## src/rtl/ceres_param.sv

```systemverilog
// ---------------------------------------------------------------------------
// ceres_param
// Shared constants, types and helpers for the ceres UART transmit path.
//   CPU_CLK            default system clock frequency in Hz
//   UART_FRAME_BITS    start + 8 data + stop (parity is added on top)
//   UART_DATA_BITS     payload bits per frame
//   uart_tx_state_e    transmitter FSM states
//   uart_clks_per_bit  integer-truncated clocks per serial bit
// ---------------------------------------------------------------------------
package ceres_param;

    localparam int unsigned CPU_CLK         = 100_000_000;
    localparam int unsigned UART_FRAME_BITS = 10;
    localparam int unsigned UART_DATA_BITS  = UART_FRAME_BITS - 2;

    typedef enum logic [2:0] {
        IDLE,
        START,
        DATA,
        PARITY,
        STOP
    } uart_tx_state_e;

    function automatic int unsigned uart_clks_per_bit(
        input int unsigned clk_freq_hz,
        input int unsigned baud_rate
    );
        return clk_freq_hz / baud_rate;
    endfunction

endpackage

```

## src/rtl/uart_tx_sync_fifo.sv

```systemverilog
// ---------------------------------------------------------------------------
// uart_tx_sync_fifo
// Single-clock FIFO with show-ahead read: pop_data_o always presents the
// head entry so the consumer can take it in the same cycle it pops.
// Ports:
//   clk_i, rst_i         clock, synchronous active-high reset
//   push_i, push_data_i  write request (ignored while full)
//   pop_i                remove head entry (ignored while empty)
//   pop_data_o           current head entry
//   count_o              occupancy, one bit wider than the pointers
//   empty_o, full_o      occupancy flags
// ---------------------------------------------------------------------------
module uart_tx_sync_fifo #(
    parameter int unsigned  WIDTH = 8,
    parameter int unsigned  DEPTH = 16,
    localparam int unsigned AW    = $clog2(DEPTH),
    localparam int unsigned CW    = $clog2(DEPTH + 1)
) (
    input  logic             clk_i,
    input  logic             rst_i,
    input  logic             push_i,
    input  logic [WIDTH-1:0] push_data_i,
    input  logic             pop_i,
    output logic [WIDTH-1:0] pop_data_o,
    output logic [CW-1:0]    count_o,
    output logic             empty_o,
    output logic             full_o
);

    generate
        if (DEPTH < 2 || (DEPTH & (DEPTH - 1)) != 0) begin : g_bad_depth
            $error("uart_tx_sync_fifo: DEPTH must be a power of two and at least 2");
        end
    endgenerate

    logic [WIDTH-1:0] mem_q [DEPTH];
    logic [AW-1:0]    wr_ptr_q;
    logic [AW-1:0]    rd_ptr_q;
    logic [CW-1:0]    count_q;
    logic             push_ok;
    logic             pop_ok;

    assign full_o     = (count_q == CW'(DEPTH));
    assign empty_o    = (count_q == '0);
    assign count_o    = count_q;
    assign push_ok    = push_i && !full_o;
    assign pop_ok     = pop_i && !empty_o;
    assign pop_data_o = mem_q[rd_ptr_q];

    // Storage carries no reset; occupancy is tracked by the pointers.
    always_ff @(posedge clk_i) begin
        if (push_ok) begin
            mem_q[wr_ptr_q] <= push_data_i;
        end
    end

    // Pointers are exactly log2(DEPTH) wide, so they wrap on their own.
    always_ff @(posedge clk_i) begin
        if (rst_i) begin
            wr_ptr_q <= '0;
            rd_ptr_q <= '0;
            count_q  <= '0;
        end else begin
            if (push_ok) begin
                wr_ptr_q <= wr_ptr_q + 1'b1;
            end
            if (pop_ok) begin
                rd_ptr_q <= rd_ptr_q + 1'b1;
            end
            case ({push_ok, pop_ok})
                2'b10:   count_q <= count_q + 1'b1;
                2'b01:   count_q <= count_q - 1'b1;
                default: count_q <= count_q;
            endcase
        end
    end

endmodule

```

## src/rtl/uart_tx_fifo.sv

```systemverilog
// ---------------------------------------------------------------------------
// uart_tx_fifo
// Buffered 8-bit UART transmitter. Bytes enter a FIFO through a valid/ready
// port and are sent LSB-first as start / 8 data / optional even parity / stop.
// Ports:
//   clk_i, rst_i            clock, synchronous active-high reset
//   tx_en_i                 permits starting new frames
//   wr_valid_i, wr_data_i   byte write request
//   wr_ready_o              FIFO can accept a byte (not full)
//   tx_o                    registered serial line, idle high
//   busy_o                  FSM not idle
//   tx_done_o               one-cycle pulse at the end of each stop bit
//   fifo_count_o            FIFO occupancy
//   fifo_empty_o            occupancy == 0
//   fifo_full_o             occupancy == FIFO_DEPTH
// ---------------------------------------------------------------------------
module uart_tx_fifo
    import ceres_param::*;
#(
    parameter int unsigned  CLK_FREQ_HZ = CPU_CLK,
    parameter int unsigned  BAUD_RATE   = 115200,
    parameter int unsigned  FIFO_DEPTH  = 16,
    parameter bit           PARITY_EN   = 1'b0,
    localparam int unsigned CNT_W       = $clog2(FIFO_DEPTH + 1)
) (
    input  logic             clk_i,
    input  logic             rst_i,
    input  logic             tx_en_i,
    input  logic             wr_valid_i,
    input  logic [7:0]       wr_data_i,
    output logic             wr_ready_o,
    output logic             tx_o,
    output logic             busy_o,
    output logic             tx_done_o,
    output logic [CNT_W-1:0] fifo_count_o,
    output logic             fifo_empty_o,
    output logic             fifo_full_o
);

    localparam int unsigned CLKS_PER_BIT = uart_clks_per_bit(CLK_FREQ_HZ, BAUD_RATE);
    localparam int unsigned BAUD_W       = (CLKS_PER_BIT > 1) ? $clog2(CLKS_PER_BIT) : 1;
    localparam int unsigned BIT_W        = $clog2(UART_DATA_BITS);

    generate
        if (CLKS_PER_BIT < 2) begin : g_bad_baud
            $error("uart_tx_fifo: CLK_FREQ_HZ / BAUD_RATE must be at least 2");
        end
    endgenerate

    uart_tx_state_e    state_q, state_d;
    logic [BAUD_W-1:0] baud_q, baud_d;
    logic [BIT_W-1:0]  bit_q, bit_d;
    logic [7:0]        shift_q, shift_d;
    logic              parity_q, parity_d;
    logic              tx_q, tx_d;
    logic              done_q, done_d;

    logic              fifo_pop;
    logic [7:0]        fifo_rd_data;
    logic              fifo_empty;
    logic              fifo_full;
    logic [CNT_W-1:0]  fifo_count;
    logic              baud_last;
    logic              start_ok;

    uart_tx_sync_fifo #(
        .WIDTH (8),
        .DEPTH (FIFO_DEPTH)
    ) u_fifo (
        .clk_i       (clk_i),
        .rst_i       (rst_i),
        .push_i      (wr_valid_i),
        .push_data_i (wr_data_i),
        .pop_i       (fifo_pop),
        .pop_data_o  (fifo_rd_data),
        .count_o     (fifo_count),
        .empty_o     (fifo_empty),
        .full_o      (fifo_full)
    );

    assign wr_ready_o   = !fifo_full;
    assign fifo_count_o = fifo_count;
    assign fifo_empty_o = fifo_empty;
    assign fifo_full_o  = fifo_full;
    assign busy_o       = (state_q != IDLE);
    assign tx_o         = tx_q;
    assign tx_done_o    = done_q;

    assign baud_last = (baud_q == BAUD_W'(CLKS_PER_BIT - 1));
    assign start_ok  = tx_en_i && !fifo_empty;

    // Line level and done pulse are computed from the current state and
    // registered, so tx_o trails the state register by exactly one cycle.
    always_comb begin
        state_d  = state_q;
        baud_d   = baud_q;
        bit_d    = bit_q;
        shift_d  = shift_q;
        parity_d = parity_q;
        tx_d     = 1'b1;
        done_d   = 1'b0;
        fifo_pop = 1'b0;

        case (state_q)
            IDLE: begin
                tx_d = 1'b1;
                if (start_ok) begin
                    fifo_pop = 1'b1;
                    shift_d  = fifo_rd_data;
                    parity_d = ^fifo_rd_data;
                    baud_d   = '0;
                    state_d  = START;
                end
            end

            START: begin
                tx_d = 1'b0;
                if (baud_last) begin
                    baud_d  = '0;
                    bit_d   = '0;
                    state_d = DATA;
                end else begin
                    baud_d = baud_q + 1'b1;
                end
            end

            DATA: begin
                tx_d = shift_q[0];
                if (baud_last) begin
                    baud_d  = '0;
                    shift_d = {1'b0, shift_q[7:1]};
                    if (bit_q == BIT_W'(UART_DATA_BITS - 1)) begin
                        state_d = PARITY_EN ? PARITY : STOP;
                    end else begin
                        bit_d = bit_q + 1'b1;
                    end
                end else begin
                    baud_d = baud_q + 1'b1;
                end
            end

            PARITY: begin
                tx_d = parity_q;
                if (baud_last) begin
                    baud_d  = '0;
                    state_d = STOP;
                end else begin
                    baud_d = baud_q + 1'b1;
                end
            end

            STOP: begin
                tx_d = 1'b1;
                if (baud_last) begin
                    done_d = 1'b1;
                    baud_d = '0;
                    // Chain straight into the next frame with no idle gap.
                    if (start_ok) begin
                        fifo_pop = 1'b1;
                        shift_d  = fifo_rd_data;
                        parity_d = ^fifo_rd_data;
                        state_d  = START;
                    end else begin
                        state_d = IDLE;
                    end
                end else begin
                    baud_d = baud_q + 1'b1;
                end
            end

            default: begin
                state_d = IDLE;
                baud_d  = '0;
            end
        endcase
    end

    always_ff @(posedge clk_i) begin
        if (rst_i) begin
            state_q  <= IDLE;
            baud_q   <= '0;
            bit_q    <= '0;
            shift_q  <= '0;
            parity_q <= 1'b0;
            tx_q     <= 1'b1;
            done_q   <= 1'b0;
        end else begin
            state_q  <= state_d;
            baud_q   <= baud_d;
            bit_q    <= bit_d;
            shift_q  <= shift_d;
            parity_q <= parity_d;
            tx_q     <= tx_d;
            done_q   <= done_d;
        end
    end

endmodule

```

## config.mk

```make
export PLATFORM = sky130hd
export DESIGN_NAME = uart_tx_fifo
export DESIGN_NICKNAME = d
export VERILOG_FILES = /design/src/rtl/ceres_param.sv /design/src/rtl/uart_tx_sync_fifo.sv /design/src/rtl/uart_tx_fifo.sv
export SDC_FILE = /design/constraint.sdc
export NUM_CORES = 1
export LEC_CHECK = 0
export ABC_AREA = 1
export CAP_MARGIN = 20
export CORE_MARGIN = 3
export CORE_UTILIZATION = 55
export CTS_CLUSTER_SIZE = 12
export DETAILED_ROUTE_END_ITERATION = 12
export PLACE_DENSITY = 0.78
export SYNTH_ARGS = -nofsm -noshare
export SYNTH_HDL_FRONTEND = slang
export SYNTH_SLANG_ARGS = --single-unit
```

## constraint.sdc

```tcl
create_clock -name clk_i -period 5.75 [get_ports clk_i]
set_clock_uncertainty 0.15 [all_clocks]
set_input_delay 0.8625 -clock clk_i [delete_from_list [all_inputs] [get_ports clk_i]]
set_output_delay 0.8625 -clock clk_i [all_outputs]
set_load 0.01 [all_outputs]
```

# After elaboration in Yosys (flattened, before gate mapping)
# Memory sizes are Yosys's and may differ from the RTL's. A register that Yosys moved wholly into a read port is not among the register bits.
# Index checks and enable logic that the tools add are counted.
# word_totals
ramBits,128
out_inout_bits,11
in_bits,12
memories,1
wordCells,85
reg_bits,40
# memory_table
memory,depth,width,read_ports,rd_ports_with_merged_regs,write_ports,line,source
u_fifo.mem_q,16,8,1,1,1,uart_tx_sync_fifo.sv:36,logic [WIDTH-1:0] mem_q [DEPTH];
# op_classes
bitwise_logic,1
n_addsub,6
eq_ne,16
n_reduce_logical,19
muxes,32
# op_table
operator,count
3-bit two-way mux,9
8-bit two-way mux,3
8-bit case mux with 3 select lines,1
10-bit two-way mux,2
10-bit case mux with 2 select lines,1
3-bit case mux with 5 select lines,1
"2-bit inequality test, second input constant",7
"10-bit by 1-bit adder with 10-bit output, second input constant",1
"10-bit equality test, second input constant",1
5-bit case mux with 2 select lines,1
"4-bit by 1-bit adder with 4-bit output, second input constant",2
1-bit two-way mux,8
4-bit two-way mux,2
8-bit parity,1
"3-bit by 2-bit equality test with 1-bit output, second input constant",2
"3-bit equality test, second input constant",2
3-bit case mux with 2 select lines,1
6-bit AND reduction,1
2-bit nonzero test,3
3-bit nonzero test,2
"5-bit by 1-bit adder with 5-bit output, second input constant",1
"5-bit equality test, second input constant",1
5-bit zero test,1
"5-bit by 1-bit subtractor with 5-bit output, second input constant",1
other kinds (15),19

# Longest topological paths before layout
# logic_depth
depth_word,9
ltp_mapped,19
ltp_nobuf,19

# Modules after synthesis
# From an unflattened synthesis, not the netlist that was laid out.
# unflattened
hier_cells,729
hier_area_um2,7721.2
# by_module_without_submodules
module,seq_area_each_um2,area_per_inst_um2,cells_each,n_inst
uart_tx_sync_fifo,4184.0,6102.1,478,1
uart_tx_fifo,540.5,1619.1,251,1

# Worst setup path before layout
# OpenSTA, ideal clock, no wires.
# synth_path
kind,input port to flip-flop
start,input port tx_en_i
end,register u_fifo.count_q[4] (netlist: u_fifo.count_o[4])
required_ns,5.473
slack_ns,2.836
path_buffers,0
path_stages,16
setup_time_ns,0.127
arrival_time_ns,2.637
cell_sequence,o21ai_1 -> nor2_1 -> o21ai_2 -> nor2_4 -> ha_1 -> xor2_1 -> ha_1 -> a21o_1 -> nand2_1 -> nand2_1 -> a21oi_1 -> inv_1 -> o21ai_0 -> a21oi_1 -> o21ai_0 -> a21oi_1
# synth_via
elab_chain_cells,7
word_cells_on_any_way,9
classes_between,eq/ne: 2; mux: 4; reduce/logical: 3
# synth_rtl
item,line,source
from (decl),uart_tx_fifo.sv:28,"input logic tx_en_i,"
1-bit logical AND *,uart_tx_fifo.sv:90,assign start_ok = tx_en_i && !fifo_empty;
1-bit two-way mux *,"uart_tx_fifo.sv:107, uart_tx_fifo.sv:158",
1-bit two-way mux,uart_tx_fifo.sv:154,if (baud_last) begin
1-bit case mux with 2 select lines *,uart_tx_fifo.sv:104,case (state_q)
1-bit logical AND *,uart_tx_sync_fifo.sv:47,assign pop_ok = pop_i && !empty_o;
2-bit by 1-bit equality test with 1-bit output / 2-bit equality test (equally long branches),uart_tx_sync_fifo.sv:70,"case ({push_ok, pop_ok})"
5-bit case mux with 2 select lines / 2-bit nonzero test (equally long branches),n/a,
to (signal assigned),uart_tx_sync_fifo.sv:71,2'b10: count_q <= count_q + 1'b1;
to (signal assigned),uart_tx_sync_fifo.sv:72,2'b01: count_q <= count_q - 1'b1;
to (signal assigned),uart_tx_sync_fifo.sv:73,default: count_q <= count_q;
to (decl),uart_tx_sync_fifo.sv:39,logic [CW-1:0] count_q;
# Mark *: on every way between the ends. The rest lies on a longest branch, timed or not.
# A chain may end at the register's enable or synchronous reset.

# Final worst setup path
# layout_path
start,register state_q[2]
end,register u_fifo.count_q[4] (netlist: u_fifo.count_o[4])
# layout_via
elab_chain_cells,5
word_cells_on_any_way,8
classes_between,eq/ne: 3; mux: 2; reduce/logical: 3
# layout_rtl
item,line,source
from (decl),uart_tx_fifo.sv:50,"uart_tx_state_e state_q, state_d;"
from (signal assigned),uart_tx_fifo.sv:188,state_q <= state_d;
3-bit equality test / 3-bit zero test (equally long branches),uart_tx_fifo.sv:104,
1-bit case mux with 2 select lines *,uart_tx_fifo.sv:104,
1-bit logical AND *,uart_tx_sync_fifo.sv:47,
2-bit by 1-bit equality test with 1-bit output / 2-bit equality test (equally long branches),uart_tx_sync_fifo.sv:70,
5-bit case mux with 2 select lines / 2-bit nonzero test (equally long branches),n/a,
# Marked as above.

==> flow_summary_export.csv <==
group,metric,value,unit
run_status,run_status,"finished, final reports clean",
synthesis,synth_fp_nets,835,
detailed_routing,firstDrtPassIters,5,
sta,setup_viol,0,
place,routabilityCongestion,0.850,
finish,final_cell_mix,"nand2_1 (241), edfxtp_1 (128), inv_1 (86)",
floorplan,die_y,124,µm
cts,cts_hold_buf,0,
cts,ctsHtreeMaxLevel,4,
power_and_ir_drop,static-leakage-power,3.52,nW
finish,area_growth,10.8,%
worst_hold_path,holdPathEnd,"u_fifo.rd_ptr_q[3]",
finish,drive_gt1_frac,0.0669,
synthesis,synth_area,7660,µm²
synthesis,synth_warnings,0,
cts,clock_latency,0.43,ns
synthesis,yosys.area.top_type,"edfxtp_1",
sta,hold_viol_final,0,
cts,cts_inserted_buffers,17,
cts,postCtsSetupBuffers,0,
critical_path,cp.required,5.92,ns
run,cap_violations,0,
place,port_buffers,22,
synthesis,synth.distinct_cells,35,
synthesis,synth_area_leaders,"edfxtp_1 (50%), nand2_1 (12%), dfxtp_1 (11%), nand3_1 (5.6%), inv_1 (4.2%)",
critical_path,start_kind,"register",
finish,design_area,8490,µm²
sta,rsz0062_at_grt,"false",
sta,fin_crit,3.67,ns
finish,diodes,0,
power_and_ir_drop,ir_drop,0.000261,V
critical_path,ff2ff_setup_slack,2.08,ns
synthesis,synth_top_area_frac,0.502,
sta,timing.hold.ws,0.318,ns
place,dp_hpwl,9980,µm
synthesis,synthCells,811,
detailed_routing,drt_iter0_drc,487,
synthesis,synth_seq_area_share,0.617,
sta,tns,0,ns
critical_path,endpoint_kind,"register",
detailed_routing,ant_nets,0,
cts,clkTransAtPathRegs,0.07,ns
critical_path,crit_arrival,3.84,ns
cts,cts_resized,0,
floorplan,top_level_ports,23,
cts,clock-root-buffer,"clkbuf_16",
floorplan,dieArea,15400,µm²
detailed_routing,wl_per_cell,15.9,µm
critical_path,r2r_cells,17,
global_route,grt-ovfl-total,0,
sta,maxSlewViolCount,0,
sta,relSlewSlack,0.300,
synthesis,synth.avg_cell_area,9.45,µm²
critical_path,r2r-start,"state_q[2]",
synthesis,ys_ff_latch,172,
power_and_ir_drop,cellPowerDensity,462,nW/µm²
critical_path,critPathKind,"register to register",
floorplan,rows,42,
critical_path,r2r_end,"u_fifo.count_o[4]",
floorplan,initial_utilization,0.570,
detailed_routing,num_vias,5482,
cts,cts_tree,"yes",
cts,clock_sinks,172,
detailed_routing,wirelength,16100,µm
global_route,grtUsageTotal,0.220,
sta,max_freq,273,MHz
sta,fin_crit_sh,0.638,
cts,clockBufferDepth,2,
place,placed_area,7930,µm²
worst_hold_path,min-delay-start,"u_fifo.rd_ptr_q[3]",
detailed_routing,drc_errors,0,
floorplan,dieWidth,124,µm
global_route,grt_pass1_vias,5080,
detailed_routing,via_per_inst,5.41,
worst_hold_path,min-delay-path-class,"register to register",
global_route,grt_pass1_wl,25000,µm
sta,tightest_slew,1.05,ns
global_route,antenna_found_initial,0,
floorplan,core_area,13500,µm²
global_route,grt_start_max_net_pins,69,
finish,nNetsFinal,848,
finish,final_common_cell,"nand2_1",
critical_path,cp_max_fo,13,
worst_hold_path,whs_path_depth,2,
-- routing by layer --
layer	share of wire	GRT usage	routed length [µm]
met1	0.44	0.286	7050
met2	0.47	0.350	7590
met3	0.070	0.0545	1120
met5	0	0	0
met4	0.020	0.0979	315
-- cells by family after synthesis --
| kind of cell | Yosys count | synth area share |
|---|---|---|
| compound gates | 83 | 0.0598 |
| xor+xnor | 7 | 0.00800 |
| fa+ha+maj | 12 | 0.0196 |
| buf+inv | 124 | 0.0714 |
| flops | 172 | 0.617 |
| simple gates | 413 | 0.225 |
-- final cells by class --
type / instances / area [µm²]
multi-input cells: 515 / 2390
well taps: 176 / 220
fillers: 1071 / 4960
clock buffers: 18 / 429
clock inverters: 14 / 136
repair buffers: 24 / 235
inverters: 94 / 353
flip-flops and latches: 172 / 4730
-- synth_stat cells (all sizes together) --
| cell | number |
|---|---|
| o21ai | 34 |
| xnor2 | 2 |
| nor4 | 1 |
| a22oi | 2 |
| nor3 | 9 |
| edfxtp | 128 |
| nand4 | 3 |
| a221oi | 1 |
| and3 | 1 |
| nand3 | 86 |
| clkbuf | 4 |
| a21oi | 38 |
| inv | 94 |
| buf | 26 |
| nor2 | 65 |
| a211oi | 4 |
| ha | 12 |
| nand2 | 245 |
| or2 | 3 |
| o21a | 1 |
| dfxtp | 44 |
| a21o | 1 |
| o211ai | 2 |
| xor2 | 5 |
-- worst max-delay path by stage --
| stage | from | end | slack, ns |
|---|---|---|---|
| 6_report | state_q[2] | u_fifo.count_o[4] | 2.08 |
| 5_1_grt | state_q[2] | u_fifo.count_o[4] | 1.69 |
| 4_1_cts | state_q[2] | u_fifo.count_o[4] | 2.08 |
| 3_5_place_dp | tx_en_i | u_fifo.count_o[4] | 1.92 |
| 3_3_place_gp | tx_en_i | u_fifo.count_o[4] | 2.01 |
| 2_1_floorplan | tx_en_i | u_fifo.count_o[4] | 2.84 |
-- power by group --
part | leakage, nW | internal, W | switching, W | total (W)
Clock | 0.275 | 0.000605 | 0.000485 | 0.00109
Sequential | 1.52 | 0.00143 | 0.0000622 | 0.00149
Combinational | 1.73 | 0.000422 | 0.000919 | 0.00134
-- worst max-delay path: stages (launching register included) --
cell	delay [ns]
dfxtp_1	0.33
inv_1	0.09
nand2_1	0.09
nor2_1	0.77
o21ai_2	0.34
nor2_4	0.29
ha_1	0.32
xor2_1	0.12
ha_1	0.19
a21o_1	0.17
nand2_1	0.07
nand2_1	0.05
a21oi_1	0.11
inv_1	0.06
o21ai_0	0.14
a21oi_1	0.07
o21ai_0	0.15
a21oi_1	0.05
-- stage by stage --
| stage | util | setup slack, ns | power [W] | std cells |
|---|---|---|---|---|
| final | 0.631 | 2.08 | 0.00392 | 1013 |
| after global routing | 0.631 | 1.69 | 0.00415 | 1013 |
| after CTS | 0.631 | 2.08 | 0.00393 | 1013 |
| after detailed placement | 0.589 | 1.92 | 0.00283 | 981 |
| after global placement | 0.589 | 2.01 | 0.00281 | 981 |
| after floorplan | - | 2.84 | 0.00253 | 811 |
-- registers in the layout (all words and copies together), names as in the netlist, named ones only --
register         cells
u_fifo.mem_q       128
baud_q              10
shift_q              8
u_fifo.count_o       5
u_fifo.rd_ptr_q      4
u_fifo.wr_ptr_q      4
bit_q                3
state_q              3
parity_q             1
tx_done_o            1
tx_o                 1
Note: power is estimated with default switching activity, not from simulation.
